[src/rtl/branch_predictor_pkg.sv]
// Shared fetch/EX definitions for the branch predictor:
// PC geometry, 2-bit counter encodings and the BTB entry layout.
package branch_predictor_pkg;

    localparam int          PC_W      = 32;
    localparam logic [31:0] INSN_STEP = 32'd4;

    typedef enum logic [1:0] {
        SNT = 2'b00,
        WNT = 2'b01,
        WT  = 2'b10,
        ST  = 2'b11
    } ctr_t;

    typedef struct packed {
        logic            valid;
        logic [PC_W-1:0] tag;
        logic [PC_W-1:0] target;
        ctr_t            ctr;
    } btb_entry_t;

endpackage

[src/rtl/branch_predictor_sat_counter2.sv]
// 2-bit saturating counter next-state function, shared by
// every BTB entry through the single update port.
module sat_counter2
    import branch_predictor_pkg::*;
(
    input  logic [1:0] i_ctr,
    input  logic       i_taken,
    output logic [1:0] o_next
);

    always_comb begin
        o_next = i_ctr;
        if (i_taken) begin
            if (i_ctr != ST)
                o_next = i_ctr + 2'd1;
        end else if (i_ctr != SNT) begin
            o_next = i_ctr - 2'd1;
        end
    end

endmodule

[src/rtl/branch_predictor.sv]
// Direct-mapped BTB with 2-bit counters: combinational lookup
// for fetch, misprediction resolve and table update from EX.
module branch_predictor
    import branch_predictor_pkg::*;
#(
    parameter int ENTRIES = 16,
    parameter int IDX_W   = $clog2(ENTRIES)
) (
    input  logic        clk,
    input  logic        rst,
    input  logic [31:0] i_if_pc,
    output logic        o_prediction,
    output logic [31:0] o_control_pc,
    input  logic        i_ex_valid,
    input  logic        i_ex_is_branch,
    input  logic [31:0] i_ex_pc,
    input  logic        i_ex_taken,
    input  logic [31:0] i_ex_target,
    input  logic        i_ex_pred,
    input  logic [31:0] i_ex_pred_target,
    output logic        o_flush,
    output logic [31:0] o_pc_branch,
    output logic [31:0] o_br_cnt,
    output logic [31:0] o_miss_cnt
);

    btb_entry_t  r_btb [ENTRIES];
    logic [31:0] r_br_cnt;
    logic [31:0] r_miss_cnt;

    logic [IDX_W-1:0] w_if_idx;
    logic [IDX_W-1:0] w_ex_idx;
    logic [31:0]      w_if_tag;
    logic [31:0]      w_ex_tag;
    logic             w_if_hit;
    logic             w_ex_hit;
    logic [1:0]       w_ctr_next;

    assign w_if_idx = i_if_pc[IDX_W+1:2];
    assign w_ex_idx = i_ex_pc[IDX_W+1:2];
    assign w_if_tag = i_if_pc >> (IDX_W + 2);
    assign w_ex_tag = i_ex_pc >> (IDX_W + 2);

    assign w_if_hit = r_btb[w_if_idx].valid &&
                      (r_btb[w_if_idx].tag == w_if_tag);
    assign w_ex_hit = r_btb[w_ex_idx].valid &&
                      (r_btb[w_ex_idx].tag == w_ex_tag);

    assign o_prediction = w_if_hit & r_btb[w_if_idx].ctr[1];
    assign o_control_pc = w_if_hit ? r_btb[w_if_idx].target
                                   : i_if_pc + INSN_STEP;

    always_comb begin
        o_flush = 1'b0;
        if (i_ex_valid && i_ex_is_branch)
            o_flush = (i_ex_taken != i_ex_pred) |
                      (i_ex_taken & i_ex_pred &
                       (i_ex_target != i_ex_pred_target));
        else if (i_ex_valid)
            o_flush = i_ex_pred;
    end

    assign o_pc_branch = (i_ex_is_branch && i_ex_taken)
                       ? i_ex_target : i_ex_pc + INSN_STEP;

    sat_counter2 u_sat (
        .i_ctr   (r_btb[w_ex_idx].ctr),
        .i_taken (i_ex_taken),
        .o_next  (w_ctr_next)
    );

    always_ff @(posedge clk or posedge rst) begin
        if (rst) begin
            for (int k = 0; k < ENTRIES; k++) begin
                r_btb[k].valid  <= 1'b0;
                r_btb[k].tag    <= '0;
                r_btb[k].target <= '0;
                r_btb[k].ctr    <= WNT;
            end
            r_br_cnt   <= '0;
            r_miss_cnt <= '0;
        end else begin
            if (i_ex_valid && i_ex_is_branch) begin
                r_br_cnt <= r_br_cnt + 32'd1;
                if (w_ex_hit) begin
                    r_btb[w_ex_idx].ctr <= ctr_t'(w_ctr_next);
                end else begin
                    r_btb[w_ex_idx].valid <= 1'b1;
                    r_btb[w_ex_idx].tag   <= w_ex_tag;
                    r_btb[w_ex_idx].ctr   <= i_ex_taken ? WT : WNT;
                end
                if (i_ex_taken)
                    r_btb[w_ex_idx].target <= i_ex_target;
            end else if (i_ex_valid && w_ex_hit) begin
                // A hit on a non-branch is an alias; drop the entry
                r_btb[w_ex_idx].valid <= 1'b0;
            end
            if (o_flush)
                r_miss_cnt <= r_miss_cnt + 32'd1;
        end
    end

    assign o_br_cnt   = r_br_cnt;
    assign o_miss_cnt = r_miss_cnt;

endmodule

[config.mk]
export PLATFORM = sky130hd
export DESIGN_NAME = branch_predictor
export DESIGN_NICKNAME = d
export VERILOG_FILES = /design/src/rtl/branch_predictor_pkg.sv /design/src/rtl/branch_predictor_sat_counter2.sv /design/src/rtl/branch_predictor.sv
export SDC_FILE = /design/constraint.sdc
export NUM_CORES = 2
export LEC_CHECK = 0
export CORE_MARGIN = 3
export CORE_UTILIZATION = 61
export DETAILED_ROUTE_END_ITERATION = 8
export HOLD_SLACK_MARGIN = 0.06
export PLACE_DENSITY = 0.93
export SLEW_MARGIN = 20
export SYNTH_ARGS = -nofsm -noshare
export SYNTH_HDL_FRONTEND = slang
export SYNTH_SLANG_ARGS = --single-unit
[constraint.sdc]
create_clock -name clk -period 43.8 [get_ports clk]
set_input_delay 6.57 -clock clk [delete_from_list [all_inputs] [get_ports clk]]
set_output_delay 6.57 -clock clk [all_outputs]
set_load 0.05 [all_outputs]
==> metrics.yaml <==
timing:
  finalCritPeriodShare: 0.4239
  tightest_slew_ns: 1.243
  setup_slack_ns: 25.23
  totalNegativeSetupSlack_ns: 0
  maxSlewHeadroom: 0.1690
  max_freq_mhz: 53.86
  post-route-min-period_ns: 18.57
  slew_viol_final: 0
  hold_viol: 0
  skew_ns: 0.05722
  setup_viol_count_final: 0
  rsz0062_at_grt: "no"
floorplan:
  rows: 108
  start_util: 0.6194
  design.die.area_um2: 92390
  dieHeight_um: 304.0
  coreArea_um2: 87430
  pin_count: 264
  die_x_um: 304.0
placed_design:
  io_buffers: 263
  pre_cts_ws_ns: 25.47
  gp_congestion: 0.9572
  hpwlAfterDp_um: 105500
power:
  power_leakage_uw: 0.02738
  power_frac_seq: 0.455
  clkPwrFrac: 0.346
  p_int_uw: 1921
  powerDensity_nw_per_um2: 44.62
  ir_drop_uv: 47.47
  fin_total_pwr_uw: 2721
  p_sw_uw: 800.5
  swShare: 0.2942
  p_comb_frac: 0.198
layout:
  drive_gt1_frac: 0.2929
  fin_nets: 4379
  area.growth.synth_to_final_pct: 12.61
clock_tree:
  cts_made_buffers: 104
  cts_tree: "built"
  cts.clk_slew.worst_paths_ns: 0.06
  cts_max_level: 3
  clk-insertion-delay-late_ns: 0.73
  clock_sinks: 1040
  clockBufferDepth: 3
  cts_setup_buffers: 0
  cts_resized: 0
  clk_root_buffer_cell: "clkbuf_16"
  hold_buffers: 0
logic_synthesis:
  ys_seq_elements: 1040
  synth_cell_types: 69
  synthTopCellsByCount: "dfrtp_1 (1024), nand2_1 (725), mux2_2 (541)"
  ys_seq_area_frac: 0.4809
  synth_edf_count: 0
  synth.largest_area_cell: "dfrtp_1"
  synth_compound_area_frac: 0.02705
  synthAdderAreaFrac: 0.002079
  syn-num-nets: 4292
  synth_mux_area_frac: 0.3429
  yosysWarnings: 0
  yosysTopAreaCellShare: 0.4732
  synth_area_um2: 54160
  async_flop_share: 1.000
  syn_inst: 4149
  synth_simple_gate_area_share: 0.08192
  avgSynthCellArea_um2: 13.05
  ys_top_cells_by_area: "dfrtp_1 (47%), mux4_2 (16%), mux2_2 (11%)"
  synth_xor_xnor_area_share: 0.03202
  synth.most_common_cell: "dfrtp_1"
  synth_ff_type: "dfrtp_1"
  synth_top_family_by_area: "multiplexers"
detailed_routing:
  drc_errors: 0
  ant_nets: 0
  routedWlPerCell_um: 33.17
  via_per_inst: 7.445
  drtIter0Drc: 6775
  drt_pass1_iterations: 9
  vias: 40881
  wl_um: 182100
critical_path:
  worstPathArrival_ns: 12.00
  worst_setup_path_end_kind: "output port"
  critPathMaxFanout: 109
  path_class: "input pin to output port"
  cp-start-kind: "input pin"
  required_ns: 37.23
global_route:
  grt_max_degree: 202
  grt_pass1_wl_um: 270400
  grt_use_total: 0.3912
  grt_pass1_vias: 42280
  antenna_found_initial: 20
  grt_overflow_total: 0
worst_hold_path:
  min_path_type: "register to register"
run_status:
  status: "completed"
run:
  cap_violations: 0
metal layers:
layer	global-route usage	wire, um	vias up
met2	0.5580	77370	4011
met1	0.4628	58010	20259
met4	0.2961	17930	18
met3	0.1809	28570	1354
li1	-	-	15239
met5	0.002584	232	-
layout by cell type (no fill, tap or decap), drive strengths merged, types with 30 or more instances in the layout:
cell / count
dfrtp: 1024
clkbuf: 146
mux4: 392
mux2: 780
o21ai: 46
nand4: 31
inv: 30
buf: 96
nand2: 725
nor2: 86
clkdlybuf4s50: 255
nand3: 70
xor2: 76
mux2i: 96
xnor2: 122
worst max-delay path, stage by stage:
cell             delay (ns)
buf_8                  0.56
buf_12                 0.60
mux4_2                 0.60
mux4_2                 0.48
xnor2_1                0.22
nand2_1                0.19
a2111o_1               0.43
nor3_1                 0.29
nand3_2                0.15
buf_4                  0.37
mux2_2                 0.34
clkdlybuf4s50_1        0.85
final timing paths:
check                            from               end  slack, ns  depth (start not counted)
setup / recovery           i_if_pc[2]  o_control_pc[29]      25.23                         12
hold / removal             r_btb[901]        r_btb[901]       0.47                          2
setup reg to reg            r_btb[44]        r_btb[448]      38.89                         11
hold reg to reg            r_btb[901]        r_btb[901]       0.47                          2
max in group asynchronous         rst        r_btb[514]      34.13                          5
min in group asynchronous         rst      o_br_cnt[29]       6.45                          2
logic make-up after synthesis:
logic type      Yosys count
simple gates           1030
fa+ha+maj                 9
flops                  1040
compound gates          208
xor+xnor                198
mux                    1268
buf+inv                 396
flip-flops by register name, indices dropped and copies added, names as in the netlist:
signal      cells
o_br_cnt       32
r_btb         976
o_miss_cnt     32
power by group through the flow:
| stage | clock network, uW | registers [uW] | logic [uW] |
|---|---|---|---|
| 2_1_floorplan | 0 | 1220 | 367 |
| 6_report | 943 | 1240 | 540 |
| 3_3_place_gp | 0 | 1220 | 490 |
| 3_5_place_dp | 0 | 1240 | 513 |
| 5_1_grt | 981 | 1250 | 563 |
| 4_1_cts | 940 | 1230 | 527 |
area by class of cell:
cell class,instances,area (um^2)
clock buffers,146,2950
well taps,1155,1445
flip-flops and latches,1040,26050
fillers,5060,26440
clock inverters,47,616.8
diodes,13,32.53
inverters,26,105.1
repair buffers,351,3327
multi-input cells,2713,26470
metrics by stage:
step / instances / utilization / hold slack, ns / cell area [um^2]
2_1_floorplan: 4149 / - / 0.4408 / 54160
3_3_place_gp: 5285 / 0.6563 / 0.4523 / 57380
3_5_place_dp: 5285 / 0.6563 / 0.4584 / 57380
4_1_cts: 5478 / 0.6971 / 0.4745 / 60950
5_1_grt: 5484 / 0.6974 / 0.4934 / 60970
6_report: 5491 / 0.6976 / 0.4740 / 60990
No activity file was read; power rests on OpenSTA's default activity.
